--- src/rtl/count_cmd_seq.sv ---
// count_cmd_seq: command sequencer for the up/down load counter (LOAD, RUN_UP/RUN_DOWN for N cycles, NOP).
// Latency: handshake at edge T, first active cycle T+1, o_done in the cycle after the last active one.
// Backpressure: o_cmd_ready while idle; COUNT_CMD_SEQ_SKID_EN adds a one-entry buffer accepting while active.
module count_cmd_seq #(
    parameter int DATA_WIDTH = 4,
    parameter int LEN_WIDTH  = 8
) (
    input  logic                  i_clk,
    input  logic                  i_reset_n_async,
    input  logic                  i_cmd_valid,
    output logic                  o_cmd_ready,
    input  logic [1:0]            i_cmd_op,
    input  logic [DATA_WIDTH-1:0] i_cmd_val,
    input  logic [LEN_WIDTH-1:0]  i_cmd_len,
    output logic                  o_up,
    output logic                  o_load,
    output logic [DATA_WIDTH-1:0] o_load_val,
    output logic                  o_busy,
    output logic                  o_done
);

    localparam logic [1:0] OP_LOAD = 2'b00;
    localparam logic [1:0] OP_UP   = 2'b01;
    localparam logic [1:0] OP_DOWN = 2'b10;
    localparam logic [1:0] OP_NOP  = 2'b11;

    typedef enum logic [1:0] {
        ST_IDLE = 2'd0,
        ST_LOAD = 2'd1,
        ST_RUN  = 2'd2
    } state_t;

    state_t                 state;
    logic [LEN_WIDTH-1:0]   remaining;
    logic                   active;
    logic                   last;
    logic                   hs;

    logic                   nxt_vld;
    logic [1:0]             nxt_op;
    logic [DATA_WIDTH-1:0]  nxt_val;
    logic [LEN_WIDTH-1:0]   nxt_len;
    logic                   nxt_run;
    logic                   nxt_act;
    logic                   nxt_zero;

    assign active = (state != ST_IDLE);
    assign last   = (state == ST_LOAD) ||
                    ((state == ST_RUN) && (remaining == LEN_WIDTH'(1)));

`ifdef COUNT_CMD_SEQ_SKID_EN
    logic                   buf_vld;
    logic [1:0]             buf_op;
    logic [DATA_WIDTH-1:0]  buf_val;
    logic [LEN_WIDTH-1:0]   buf_len;
    // a buffered zero-length command still owes its own o_done pulse
    logic                   done_pend;

    assign o_cmd_ready = !active || !buf_vld;
`else
    assign o_cmd_ready = !active;
`endif

    assign hs = i_cmd_valid && o_cmd_ready;

    // Command to launch at this edge: a fresh handshake while idle, or,
    // on the last active cycle, the buffered (or just-offered) command.
    always_comb begin
        nxt_vld = 1'b0;
        nxt_op  = i_cmd_op;
        nxt_val = i_cmd_val;
        nxt_len = i_cmd_len;
        if (!active) begin
            nxt_vld = hs;
`ifdef COUNT_CMD_SEQ_SKID_EN
        end else if (last) begin
            if (buf_vld) begin
                nxt_vld = 1'b1;
                nxt_op  = buf_op;
                nxt_val = buf_val;
                nxt_len = buf_len;
            end else begin
                nxt_vld = hs;
            end
`endif
        end
    end

    assign nxt_run  = (nxt_op == OP_UP) || (nxt_op == OP_DOWN);
    assign nxt_act  = nxt_vld && ((nxt_op == OP_LOAD) || (nxt_run && (nxt_len != '0)));
    assign nxt_zero = nxt_vld && !nxt_act;

    always_ff @(posedge i_clk or negedge i_reset_n_async) begin
        if (!i_reset_n_async) begin
            state      <= ST_IDLE;
            remaining  <= '0;
            o_up       <= 1'b1;
            o_load     <= 1'b0;
            o_load_val <= '0;
            o_busy     <= 1'b0;
            o_done     <= 1'b0;
        end else begin
            o_load <= 1'b0;
            o_done <= 1'b0;
            if (state == ST_RUN) begin
                remaining <= remaining - LEN_WIDTH'(1);
            end
            if (active && last) begin
                state  <= ST_IDLE;
                o_busy <= 1'b0;
                o_done <= 1'b1;
            end
            if (nxt_act) begin
                o_busy <= 1'b1;
                if (nxt_op == OP_LOAD) begin
                    state      <= ST_LOAD;
                    o_load     <= 1'b1;
                    o_load_val <= nxt_val;
                end else begin
                    state     <= ST_RUN;
                    o_up      <= (nxt_op == OP_UP);
                    remaining <= nxt_len;
                end
            end else if (nxt_zero && !active) begin
                o_done <= 1'b1;
            end
`ifdef COUNT_CMD_SEQ_SKID_EN
            if (!active && done_pend) begin
                o_done <= 1'b1;
            end
`endif
        end
    end

`ifdef COUNT_CMD_SEQ_SKID_EN
    always_ff @(posedge i_clk or negedge i_reset_n_async) begin
        if (!i_reset_n_async) begin
            buf_vld   <= 1'b0;
            buf_op    <= OP_NOP;
            buf_val   <= '0;
            buf_len   <= '0;
            done_pend <= 1'b0;
        end else begin
            if (active && last) begin
                buf_vld <= 1'b0;
            end else if (active && hs) begin
                buf_vld <= 1'b1;
                buf_op  <= i_cmd_op;
                buf_val <= i_cmd_val;
                buf_len <= i_cmd_len;
            end
            // a zero-length command finishing on the heels of another keeps the pending pulse alive
            if (!active) begin
                done_pend <= done_pend && nxt_zero;
            end else if (nxt_zero) begin
                done_pend <= 1'b1;
            end
        end
    end
`endif

endmodule
--- config.mk ---
export PLATFORM = sky130hd
export DESIGN_NAME = count_cmd_seq
export DESIGN_NICKNAME = d
export VERILOG_FILES = /design/src/rtl/count_cmd_seq.sv
export SDC_FILE = /design/constraint.sdc
export NUM_CORES = 1
export LEC_CHECK = 0
export BUFFER_PORTS_ARGS = -buffer_cell sky130_fd_sc_hd__buf_4
export CAP_MARGIN = 40
export CORE_UTILIZATION = 40
export DETAILED_ROUTE_END_ITERATION = 16
export GPL_TIMING_DRIVEN = 0
export PLACE_DENSITY = 0.66
export RECOVER_POWER = 100
export SYNTH_ARGS = -nofsm -noshare
export SYNTH_HDL_FRONTEND = slang
export SYNTH_SLANG_ARGS = --single-unit
--- constraint.sdc ---
create_clock -name i_clk -period 1.75 [get_ports i_clk]
set_input_delay 0.0875 -clock i_clk [delete_from_list [all_inputs] [get_ports i_clk]]
set_output_delay 0.0875 -clock i_clk [all_outputs]
set_load 0.01 [all_outputs]
==> results of run 1 <==
[worst paths after layout]
path                            startpoint  slack (ps)       endpoint
max in group asynchronous  i_reset_n_async         640       state[0]
setup reg to reg                  state[1]          30   remaining[6]
hold / removal                i_cmd_val[1]          30  o_load_val[1]
hold reg to reg                     o_busy         510         o_busy
setup / recovery                  state[1]          30   remaining[6]
min in group asynchronous  i_reset_n_async         450         o_done
[state kept, by name (all words and copies together), names as in the netlist]
name,count
o_load_val,4
o_load,1
o_up,1
o_done,1
o_busy,1
remaining,8
state,2
[power by group through the flow]
stage	sequential, mW	combinational, mW	clock [mW]
detailed placement	0.643	0.445	0
global placement	0.642	0.429	0
finish	0.635	0.461	0.256
CTS	0.628	0.470	0.261
global route	0.651	0.520	0.279
floorplan	0.628	0.326	0
[area by class of cell]
| class | instances | area share (%) |
|---|---|---|
| Multi-Input combinational cell | 62 | 36.85 |
| Sequential cell | 18 | 38.33 |
| Clock buffer | 4 | 3.062 |
| Timing Repair Buffer | 28 | 15.10 |
| Inverter | 5 | 1.584 |
| Buffer | 3 | 2.218 |
| Tap cell | 27 | 2.851 |
[timing repair]
action,CTS,global route
resized for setup,3,4
hold buffers,1,0
endpoints found under the setup margin,5,4
hold endpoints to repair,18,0
setup buffers,2,0
[through the flow]
step	setup slack (ps)	setup TNS [ps]	hold slack (ps)	area, µm²
2_1_floorplan	70.75	0	-208.1	915.9
5_1_grt	4.732	0	19.71	1185
3_3_place_gp	-44.10	-44.10	-31.97	1137
6_report	34.06	0	26.21	1185
3_5_place_dp	-57.13	-64.74	-29.84	1137
4_1_cts	19.39	0	20.51	1204
[cells in the final DEF, fill, tap and decap left out]
cell / count
sky130_fd_sc_hd__nor2_4: 1
sky130_fd_sc_hd__nand2_1: 5
sky130_fd_sc_hd__clkbuf_4: 3
sky130_fd_sc_hd__clkbuf_8: 1
sky130_fd_sc_hd__a21o_1: 1
sky130_fd_sc_hd__dfrtp_1: 15
sky130_fd_sc_hd__nor2b_1: 2
sky130_fd_sc_hd__buf_4: 18
sky130_fd_sc_hd__a31oi_1: 1
sky130_fd_sc_hd__nor4b_2: 1
sky130_fd_sc_hd__inv_1: 5
sky130_fd_sc_hd__nand3b_1: 1
sky130_fd_sc_hd__nor4_1: 3
sky130_fd_sc_hd__buf_6: 2
sky130_fd_sc_hd__and3_1: 1
sky130_fd_sc_hd__clkbuf_1: 10
sky130_fd_sc_hd__nand3_1: 2
sky130_fd_sc_hd__xor2_1: 4
sky130_fd_sc_hd__dfstp_1: 1
sky130_fd_sc_hd__a211o_1: 1
sky130_fd_sc_hd__nor3_1: 2
sky130_fd_sc_hd__and2b_1: 1
sky130_fd_sc_hd__nor3b_1: 1
sky130_fd_sc_hd__xnor2_1: 3
sky130_fd_sc_hd__mux2_4: 1
sky130_fd_sc_hd__o21ai_0: 2
sky130_fd_sc_hd__ha_1: 4
sky130_fd_sc_hd__nor2_1: 10
sky130_fd_sc_hd__or4b_4: 1
sky130_fd_sc_hd__a21oi_1: 9
sky130_fd_sc_hd__mux2_2: 5
sky130_fd_sc_hd__dlygate4sd3_1: 1
sky130_fd_sc_hd__dfrtp_2: 2
[routing by layer]
layer,track usage [%],vias up,routed length (µm)
met1,22.50,350,825
met2,27.25,10,990
met3,0.9259,2,26
li1,-,364,-
met5,0,-,0
met4,7.143,0,17
[cells by family (layout without fill, tap and decap cells)]
kind of cell,after synthesis,after routing,synth area share (%)
AOI/OAI and AO/OA,14,14,8.471
DFF,18,18,49.32
and+or+nand+nor,31,31,17.35
muxes,6,6,7.786
adders and majority gates,4,4,5.465
xor gates and xnor gates,7,7,6.694
buffers and inverters,8,40,4.918
==> results by stage, run 1 <==
Placement:
- Detailed placement finished with a half-perimeter wire length of 1.363 mm.
- The placer congestion estimate is 0.7797.
- The number of placed cells counting well taps is 140.
- The number of buffers added on ports is 25.

Logic synthesis:
- Counting every net in the synthesized netlist gives 109.
- The largest total area in the synthesized netlist belongs to sky130_fd_sc_hd__dfrtp_1.
- The most repeated cell in the gate-level netlist after synthesis is sky130_fd_sc_hd__dfrtp_1.
- The area of the mapped netlist is 915.9 µm².
- The proportion of synthesized flip-flops having asynchronous set or reset is 100.0%.
- The count of flip-flops with a built-in enable after synthesis is 0.
- By area the synthesized netlist is led by sky130_fd_sc_hd__dfrtp_1, sky130_fd_sc_hd__mux2_2, sky130_fd_sc_hd__ha_1, sky130_fd_sc_hd__a21oi_1, sky130_fd_sc_hd__nor2_1.
- Sequential cells were found to cover 49.32% of the synthesized design area.
- The unique cell type count in the Yosys netlist is 27.
- The predominant post-synthesis flop cell is sky130_fd_sc_hd__dfrtp_1.
- Synthesis produced a netlist whose cell count is 88.
- The number of warnings reported in the yosys synthesis log is 0.
- Ranked by instance count, the synthesized netlist is headed by sky130_fd_sc_hd__dfrtp_1, sky130_fd_sc_hd__nor2_1, sky130_fd_sc_hd__a21oi_1.
- The average instance in the mapped netlist occupies 10.41 µm².
- The flip-flop and latch count after synthesis is 18.
- The share of the synthesized area in the top cell type is 46.45%.

Clock tree:
- Clock tree synthesis inserted a total of 3 buffers.
- The maximum number of buffers from clock root to sink is 2.
- The clock tree from TritonCTS is built.
- The clock network latency to the later pin of the worst-skew pair is 300 ps.
- The clock root buffer is sky130_fd_sc_hd__clkbuf_4.
- The H-tree depth reported by CTS is 1.
- The TritonCTS sink count is 18.
- The clock-pin slew on the worst setup and hold paths is 110 ps.

STA:
- The max-slew violation count was 0.
- Dividing the final minimum period by the clock period gives 98.05%.
- The worst-margin pin slew is 953.2 ps.
- The final count of negative-setup-slack endpoints is 0.
- Subtracting the final worst setup slack from the clock period gives 1716 ps.
- Static timing analysis puts the maximum clock frequency at 582.8 MHz.
- The final hold violation count came to 0.
- Setup repair after global routing left no endpoint under its margin.
- The final setup skew is 11.13 ps.
- The worst slew margin relative to its limit is 36.45%.

Power and ir drop:
- The power per cell area is 1142 mW/mm².
- The switching part of the total is 32.90%.
- The total internal power is 0.9077 mW.
- The switching power is 0.4449 mW.
- The largest vdd supply drop is 0.0006396 V.
- The power share of the sequential group is 47.0%.
- The total power consumption of the routed design is 1.353 mW.
- The clock network accounts for 18.9% of the total power.
- The leakage power summed over all cells is 0.5611 nW.
- Per report_power, the combinational group accounts for 34.1% of the total.

Routing:
- The final routed DRC violation total is 0.
- The first detailed-routing pass ran for 4 iterations.
- The number of DRC violations after detailed-routing iteration 0 is 11.
- The via density per instance is 4.939.
- The final route contains 726 vias.
- The average detailed-routed wire length per instance is 12.65 µm.
- The routed design has 1.859 mm of wire.
- In this run the remaining antenna-violating nets after routing total 0.

Global route:
- In the global route stage, overall resource usage came out at 16.59%.
- The residual overflow from global routing is 0.
- Entering global routing, the biggest net connects 19 pins.
- The initial antenna violation count came to 0.
- The first global-routing pass estimated 3.125 mm of wire.
- The via count of the first global-routing pass is 738.

Layout:
- In the final design database the tool counted 142 nets.
- In the final layout, flip-flops and latches occupy 454.2 µm².
- Relative to the synthesized area, the layout overhead comes to 29.37%.
- The number of diodes added for antenna fixing is 0.
- After filler insertion, the fill cell instance count of the layout stands at 195.
- The final instance count without filler cells is 147.
- Cells fill 57.46% of the core in the end.
- The post-route netlist has 29.17% of its cells at a drive strength greater than 1.
- The combined area of the multi-input logic cells is 436.7 µm².

Outcome:
- The run finished with clean final reports.

Critical path:
- The worst path buffer plus inverter count is 2.
- The critical path endpoint category is a flip-flop.
- The data required time of the critical path is 1930 ps.
- The stage delay of the slowest cell on the critical path is 530 ps.
- The slowest stage of the critical path belongs to the cell sky130_fd_sc_hd__or4b_4.
- The cell with the most instances on the worst path is sky130_fd_sc_hd__buf_6.
- The critical setup path kind is reg2reg.
- The number of cells on the worst reg-to-reg path is 6.
- The type of origin of the critical path is a flip-flop.
- The signal on the critical path passes through or4b_4 -> a211o_1 -> buf_6 -> buf_6 -> nor2_4 -> a21oi_1.
- The endpoint arrival time on the critical path is 1900 ps.
- In this design, the largest share of critical-path delay is due to simple AND/OR/NAND/NOR gates.
- The critical path crosses 6 cells after its start point.
- The maximum fanout along the worst path is 10.

Worst hold path:
- The worst hold path belongs to the class in2reg.
- The count of cells along the worst hold path is 2.

Die:
- The floorplan step defined a die boundary enclosing 0.002485 mm².
- The number of core rows is 16.
- The core outline area is 0.002062 mm².
- In this run the vertical extent of the chip is 49.85 µm.
- The boundary pin count is 26.
- For this configuration, the core starts out at a cell density of 44.42%.
- The width of the chip is 49.85 µm.

Flow run:
- The max-capacitance violation count is 0.
Power figures use the tool's default switching activity.
==> inputs of run 2 (changes only) <==
--- a/config.mk
+++ b/config.mk
@@ -5,13 +5,14 @@
 export SDC_FILE = /design/constraint.sdc
 export NUM_CORES = 1
 export LEC_CHECK = 0
+export ABC_AREA = 1
 export BUFFER_PORTS_ARGS = -buffer_cell sky130_fd_sc_hd__buf_4
 export CAP_MARGIN = 40
 export CORE_UTILIZATION = 40
 export DETAILED_ROUTE_END_ITERATION = 16
 export GPL_TIMING_DRIVEN = 0
 export PLACE_DENSITY = 0.66
-export RECOVER_POWER = 100
+export RECOVER_POWER = 50
 export SYNTH_ARGS = -nofsm -noshare
 export SYNTH_HDL_FRONTEND = slang
 export SYNTH_SLANG_ARGS = --single-unit
==> results by stage, run 2 <==
Outcome:
- The run finished with clean final reports.

Placement:
- The placer congestion estimate is 0.7768 (-0.37%).
- The final HPWL from detailed placement is 1.554 mm (+14%).
- The number of buffers added on ports is 25 (unchanged).
- The worst-case setup slack after placement was 327.5 ps (+384.7 ps).
- The number of placed cells counting well taps was 183 (+31%).

Routing:
- The total wirelength of the detailed-routed design was 2.135 mm (+15%).
- The average detailed-routed wire length per instance is 10.78 µm (-15%).
- The final routed DRC violation total is 0 (unchanged).
- The via density per instance is 4.611 (-6.6%).
- The number of search-and-repair iterations in the first detailed-routing pass is 4 (unchanged).
- The remaining antenna violation count is 0 (unchanged).
- The number of DRC violations after detailed-routing iteration 0 is 21 (+10).
- The total number of vias is 913 (+26%).

Layout:
- The net count of the finished layout is 192 (+35%).
- Leaving out fill and tap cells, the most frequent cells in the layout are sky130_fd_sc_hd__nand2_1, sky130_fd_sc_hd__buf_4, sky130_fd_sc_hd__dfrtp_1.
- The largest registers in the layout are remaining: 8 flops, o_load_val: 4 flops, state: 2 flops.
- The flip-flop count of the largest register after layout was 8 (unchanged).
- The number of fill cells in the layout is 226 (+16%).
- The layout overhead on the synthesized area is 35.58%.
- The share of post-route cells with drive strength above 1 was 19.41% (-9.8 points).
- The number of diodes added for antenna fixing came to 0 (unchanged).
- The final instance count without filler cells is 198 (+35%).
- The most common cell after layout, fill and taps aside is sky130_fd_sc_hd__nand2_1.
- More flip-flops sit in one register than any other, and that register is remaining.

Die:
- The die area was 0.002664 mm² (+7.2%).
- The width of the chip is 51.62 µm (+3.5%).
- The core outline area is 0.002276 mm² (+10%).
- The number of core rows is 17 (+1).
- The initial core utilization came to 43.27% (-1.2 points).
- The boundary pin count is 26 (unchanged).
- The die outline height is 51.62 µm (+3.5%).

Critical path:
- The endpoint arrival time on the critical path is 1680 ps (-220 ps).
- The stage delay of the slowest cell on the critical path is 550 ps (+20 ps).
- The worst setup path is captured at a flip-flop.
- For this design, the slowest cell found on the critical path is sky130_fd_sc_hd__dlygate4sd3_1.
- The worst path buffer plus inverter count came to 3 (+1).
- The critical path is of the in2reg type.
- The maximum fanout along the worst path was 9 (-1).
- Traced cell by cell, the critical path runs through dlygate4sd3_1 -> buf_4 -> nor2_1 -> nand4_1 -> nand4_1 -> clkinv_1 -> nand2_1 -> nand2_1.
- The type of origin of the critical path is an input pin.
- The data required time of the critical path was 1940 ps (about the same).
- Grouping stages by cell kind, the critical path spends the most delay in buffers and inverters.

Logic synthesis:
- The predominant post-synthesis flop cell is sky130_fd_sc_hd__dfrtp_1.
- The flip-flop and latch count after synthesis is 18 (unchanged).
- The area of the mapped netlist came to 984.7 µm² (+7.5%).
- The number of instances in the synthesized netlist is 130 (+48%).
- The synthesized area per cell came to 7.575 µm² (-27%).
- The share of the yosys chip area belonging to registers is 45.87% (-3.4 points).
- By instance count, the leading cell after synthesis is sky130_fd_sc_hd__nand2_1.
- The count of flip-flops with a built-in enable after synthesis came to 0 (unchanged).
- The proportion of synthesized flip-flops having asynchronous set or reset came to 100.0% (unchanged).
- The number of warnings reported in the yosys synthesis log came to 0 (unchanged).
- Yosys attributes the largest share of cell area to sky130_fd_sc_hd__dfrtp_1, sky130_fd_sc_hd__nand2_1, sky130_fd_sc_hd__ha_1, sky130_fd_sc_hd__inv_1, sky130_fd_sc_hd__nor2_1.
- The post-synthesis cell type with the largest combined area is sky130_fd_sc_hd__dfrtp_1.
- The number of nets produced by synthesis came to 151 (+39%).
- The unique cell type count in the Yosys netlist came to 21 (-22%).
- After synthesis, the most frequently instantiated cells are sky130_fd_sc_hd__nand2_1, sky130_fd_sc_hd__dfrtp_1, sky130_fd_sc_hd__inv_1.
- The share of the synthesized area in the top cell type is 43.20% (-3.2 points).

STA:
- The worst-margin pin slew came to 991.9 ps (+38.66 ps).
- Setup repair after global routing left no endpoint under its margin.
- The final setup skew came to 1.961 ps (-9.169 ps).
- The setup TNS after final layout is 0 ps (unchanged).
- The max-slew violation count came to 0 (unchanged).
- The final hold violation count is 0 (unchanged).
- The post-route minimum period is 1487 ps (-228.4 ps).
- The share of the clock period used by the worst path is 85.00% (-13 points).
- The worst slew margin relative to its limit is 33.88% (-2.6 points).
- The highest attainable clock frequency was 672.3 MHz (+15%).
- The final count of negative-setup-slack endpoints is 0 (unchanged).
- The minimum setup slack in the final design is 262.5 ps (+228.4 ps).

Clock tree:
- The number of post-CTS setup repair buffers is 0 (-2).
- The TritonCTS buffer count came to 3 (unchanged).
- The clock tree from TritonCTS is built.
- The maximum number of buffers from clock root to sink is 2 (unchanged).
- The H-tree depth reported by CTS is 1 (unchanged).
- The clock network latency to the later pin of the worst-skew pair was 290 ps (about the same).
- The TritonCTS sink count was 18 (unchanged).
- The clock-pin slew on the worst setup and hold paths came to 100 ps (about the same).
- The clock root buffer is sky130_fd_sc_hd__clkbuf_4.

Worst hold path:
- In this run the worst hold path is classified as in2reg.

Global route:
- The global-route total usage across every layer is 18.61% (+2.0 points).
- The first-pass GRT wire length is 3.643 mm (+17%).
- The residual overflow from global routing came to 0 (unchanged).
- The largest net degree at the start of global routing came to 19 (unchanged).
- The via count of the first global-routing pass was 845 (+14%).
- The initial antenna violation count is 0 (unchanged).

Flow run:
- The max-capacitance violation count is 0 (unchanged).

Power and ir drop:
- The largest vdd supply drop is 0.0009211 V (+44%).
- The leakage power summed over all cells is 0.7115 nW (+27%).
- The power per cell area was 1373 mW/mm² (+20%).
[run 2: cell families (layout without fill, tap and decap cells)]
family                     after synthesis  after routing  share of synthesized area [%]
AOI/OAI and AO/OA                        6              6                          3.177
xor gates and xnor gates                 3              3                          2.669
adders and majority gates                4              4                          5.083
buffers and inverters                   16             56                          6.225
DFF                                     18             18                          45.87
and+or+nand+nor                         83             83                          36.98
[run 2: per-layer routing]
metal | GRT usage (%) | share of wire, % | wire (µm) | up-vias
li1 | - | - | - | 483
met1 | 22.59 | 48 | 1019 | 407
met2 | 33.12 | 48 | 1017 | 21
met3 | 5.263 | 4.0 | 86 | 2
met4 | 2.703 | 0.56 | 12 | 0
met5 | 0 | 0 | 0 | -
[run 2: stage by stage]
step	instance area [µm²]	total power, mW	hold WS (ps)	util [%]
3_3_place_gp	1207	1.564	-27.46	53.05
5_1_grt	1335	2.020	5.358	58.66
2_1_floorplan	984.7	1.290	-208.1	-
4_1_cts	1344	1.877	0.2856	59.04
6_report	1335	1.833	7.951	58.66
3_5_place_dp	1207	1.591	-26.58	53.05
[run 2: final cells by class]
cell class	instances	area, µm²	share of cell area, %
inverter	15	56.30	4.217
timing repair buffer	36	279.0	20.90
clock buffer	4	36.28	2.718
multi-input combinational	96	471.7	35.33
sequential	18	451.7	33.83
tap	28	35.03	2.624
buffer	1	5.005	0.3749
[run 2: power breakdown]
| part | internal (mW) | switching (mW) | total [mW] |
|---|---|---|---|
| sequential | 0.607 | 0.149 | 0.756 |
| combinational | 0.351 | 0.469 | 0.820 |
| clock | 0.127 | 0.131 | 0.257 |
[run 2: what timing repair did]
action                    in CTS  in global routing
hold buffers                  10                  1
resized for setup              0                  0
hold endpoints to repair      27                  1
[run 2: final timing paths]
check,start,to,slack (ps),cells past startpoint
min in group asynchronous,i_reset_n_async,remaining[3],470,2
max,i_cmd_len[7],remaining[3],260,8
max in group asynchronous,i_reset_n_async,remaining[2],690,2
min reg2reg,o_up,o_up,490,2
min,i_cmd_len[2],remaining[2],8,3
max reg2reg,state[1],remaining[0],290,5
[run 2: tightest hold or removal path, cell delays in order]
cell and delay, ps:
sky130_fd_sc_hd__buf_4 80, sky130_fd_sc_hd__nand2_1 40, sky130_fd_sc_hd__nand2_1 60
==> inputs of run 3 (changes only) <==
--- a/config.mk
+++ b/config.mk
@@ -11,7 +11,6 @@
 export CORE_UTILIZATION = 40
 export DETAILED_ROUTE_END_ITERATION = 16
 export GPL_TIMING_DRIVEN = 0
-export PLACE_DENSITY = 0.66
 export RECOVER_POWER = 50
 export SYNTH_ARGS = -nofsm -noshare
 export SYNTH_HDL_FRONTEND = slang
==> constraint.sdc (replaced) <==
create_clock -name i_clk -period 1.5 [get_ports i_clk]
set_input_delay 0.075 -clock i_clk [delete_from_list [all_inputs] [get_ports i_clk]]
set_output_delay 0.075 -clock i_clk [all_outputs]
set_load 0.01 [all_outputs]
==> results by stage, run 3 (synthesis gave the netlist of run 2 again) <==
Outcome:
- The flow ran to the end, and the final reports show no timing, DRC or antenna violations.

Global route:
- The met3 track utilization from global routing is 4.094% (-1.2 points).
- The global-route met2 utilization is 34.63% (+1.5 points).
- The via count of the first global-routing pass is 935 (+11%).
- The initial antenna violation count was 0 (unchanged).
- In this run the most used layer during global routing was met2.
- The largest net degree at the start of global routing is 19 (unchanged).
- The global-route total usage across every layer is 19.88% (+1.3 points).
- The first-pass GRT wire length is 3.857 mm (+5.9%).
- The global-route met1 utilization is 24.13% (+1.5 points).
- The residual overflow from global routing came to 0 (unchanged).

Placement:
- The number of buffers added on ports is 25 (unchanged).
- The final HPWL from detailed placement is 1.561 mm (+0.46%).
- The placer congestion estimate came to 0.7734 (-0.44%).
- The worst-case setup slack after placement came to 89.36 ps (-238.2 ps).
- The number of placed cells counting well taps is 183 (unchanged).

Die:
- The width of the chip came to 51.62 µm (unchanged).
- The initial core utilization is 43.27% (unchanged).
- The die outline height is 51.62 µm (unchanged).
- The core outline area was 0.002276 mm² (unchanged).
- The die area came to 0.002664 mm² (unchanged).
- The boundary pin count is 26 (unchanged).
- The number of core rows is 17 (unchanged).

Clock tree:
- The H-tree depth reported by CTS is 1 (unchanged).
- The TritonCTS buffer count is 3 (unchanged).
- The TritonCTS sink count is 18 (unchanged).
- In this run the clock root is driven by a sky130_fd_sc_hd__clkbuf_4.
- TritonCTS built the clock tree.
- The maximum number of buffers from clock root to sink is 2 (unchanged).
- The clock-pin slew on the worst setup and hold paths is 120 ps (+20 ps).
- The clock network latency to the later pin of the worst-skew pair came to 300 ps (about the same).

Layout:
- The flip-flop count of the largest register after layout is 8 (unchanged).
- The share of post-route cells with drive strength above 1 came to 24.43% (+5.0 points).
- The register with the most flip-flops in the final layout is remaining.
- The final instance count without filler cells came to 204 (+3.0%).
- In the final layout, the registers with the most flip-flops are remaining: 8 flops, o_load_val: 4 flops, state: 2 flops.
- Compared with the post-synthesis result, the final layout area differs by 43.07%.
- The net count of the finished layout is 198 (+3.1%).
- Leaving out fill and tap cells, the most frequent cell in the layout is sky130_fd_sc_hd__nand2_1.
- The number of diodes added for antenna fixing came to 0 (unchanged).
- Leaving out fill and tap cells, the most frequent cells in the layout are sky130_fd_sc_hd__nand2_1, sky130_fd_sc_hd__buf_4, sky130_fd_sc_hd__dfrtp_1.

Critical path:
- The worst setup path is of the in2reg kind.
- The maximum fanout along the worst path is 4 (-5).
- The critical path endpoint category is a flip-flop.
- The data required time of the critical path was 1710 ps (-230 ps).
- The endpoint arrival time on the critical path is 1640 ps (-40 ps).
- STA classifies the critical path startpoint as an input pin.

STA:
- Dividing the final minimum period by the clock period gives 95.70%.
- The final hold violation count was 0 (unchanged).
- The worst slew margin relative to its limit is 33.79% (-0.084 points).
- The worst-margin pin slew was 993.1 ps (+1.262 ps).
- The max-slew violation count is 0 (unchanged).
- Setup repair after global routing left no endpoint under its margin.
- The worst path needs 1436 ps of the cycle, external delays included.
- The worst hold slack after final layout is 113.1 ps (+105.1 ps).
- The final setup skew is 9.225 ps (+7.263 ps).
- The highest attainable clock frequency is 696.6 MHz.
- The minimum setup slack in the final design was 64.48 ps (-198.0 ps).
- The final count of negative-setup-slack endpoints is 0 (unchanged).
- The setup TNS after final layout was 0 ps (unchanged).

Routing:
- The average detailed-routed wire length per instance is 11.48 µm (+6.4%).
- The total wirelength of the detailed-routed design is 2.341 mm (+9.6%).
- The final routed DRC violation total is 0 (unchanged).
- The via density per instance is 4.681 (+1.5%).
- The number of search-and-repair iterations in the first detailed-routing pass came to 4 (unchanged).
- The total number of vias is 955 (+4.6%).
- The number of DRC violations after detailed-routing iteration 0 is 17 (-19%).
- The remaining antenna violation count is 0 (unchanged).

Power and ir drop:
- The largest vdd supply drop came to 0.0008229 V (-11%).
- The power per cell area is 1559 mW/mm² (+14%).
- The leakage power summed over all cells is 0.7297 nW (+2.6%).

Worst hold path:
- The min-delay analysis places its worst path in the category in2reg.

Flow run:
- The max-capacitance violation count came to 0 (unchanged).
-- run 3: changes by cell type in the layout (fill, tap and decap cells not counted), sizes merged --
cell / before / now
buf: 21 / 24
clkinv: 1 / 0
clkinvlp: 0 / 2
dlygate4sd3: 11 / 13
-- run 3: worst paths after layout --
path	start	to	slack (ps)	cells past startpoint
max	i_cmd_len[1]	remaining[0]	60	10
min	i_cmd_op[0]	o_up	110	4
max reg2reg	state[0]	remaining[0]	90	7
min reg2reg	o_up	o_up	490	2
max in group asynchronous	i_reset_n_async	state[1]	380	2
min in group asynchronous	i_reset_n_async	remaining[1]	440	2
-- run 3: through the flow --
step / cell area (µm²) / power, mW / util, %
after floorplan: 984.7 / 1.505 / -
after detailed placement: 1207 / 1.851 / 53.05
final: 1409 / 2.197 / 61.90
after global placement: 1207 / 1.835 / 53.05
after CTS: 1374 / 2.196 / 60.36
after global routing: 1409 / 2.409 / 61.90
-- run 3: routing by layer --
layer	vias up	wire (µm)
li1	494	-
met1	434	1122
met2	25	1124
met3	2	78
met4	0	17
met5	-	0
-- run 3: worst max-delay path, stage by stage --
cell and delay (ps):
sky130_fd_sc_hd__dlygate4sd3_1 540, sky130_fd_sc_hd__buf_4 140, sky130_fd_sc_hd__nor2_1 150, sky130_fd_sc_hd__nand4_1 120
sky130_fd_sc_hd__nand4_1 100, sky130_fd_sc_hd__buf_4 150, sky130_fd_sc_hd__buf_4 120, sky130_fd_sc_hd__clkinvlp_4 120
sky130_fd_sc_hd__nand2_1 80, sky130_fd_sc_hd__nand2_1 40
-- run 3: final cells by class --
cell class	count	area, µm²
fill	203	867.1
multi-input combinational	96	485.5
sequential	18	454.2
clock buffer	4	36.28
tap	28	35.03
timing repair inverter	1	7.507
inverter	15	60.06
timing repair buffer	41	319.1
buffer	1	11.26
-- run 3: timing repair --
action                                  in CTS  in global routing
hold buffers                                13                  0
buffers inserted                             0                  2
gates resized for setup                      0                 11
endpoints found under the setup margin       0                 10
endpoints found under the hold margin       30                  0
-- run 3: power by group --
| part | total (mW) | switching [mW] | leakage, nW | internal (mW) |
|---|---|---|---|---|
| Sequential | 0.885 | 0.173 | 0.219 | 0.712 |
| Combinational | 0.999 | 0.564 | 0.490 | 0.435 |
| Clock | 0.312 | 0.164 | 0.0210 | 0.148 |
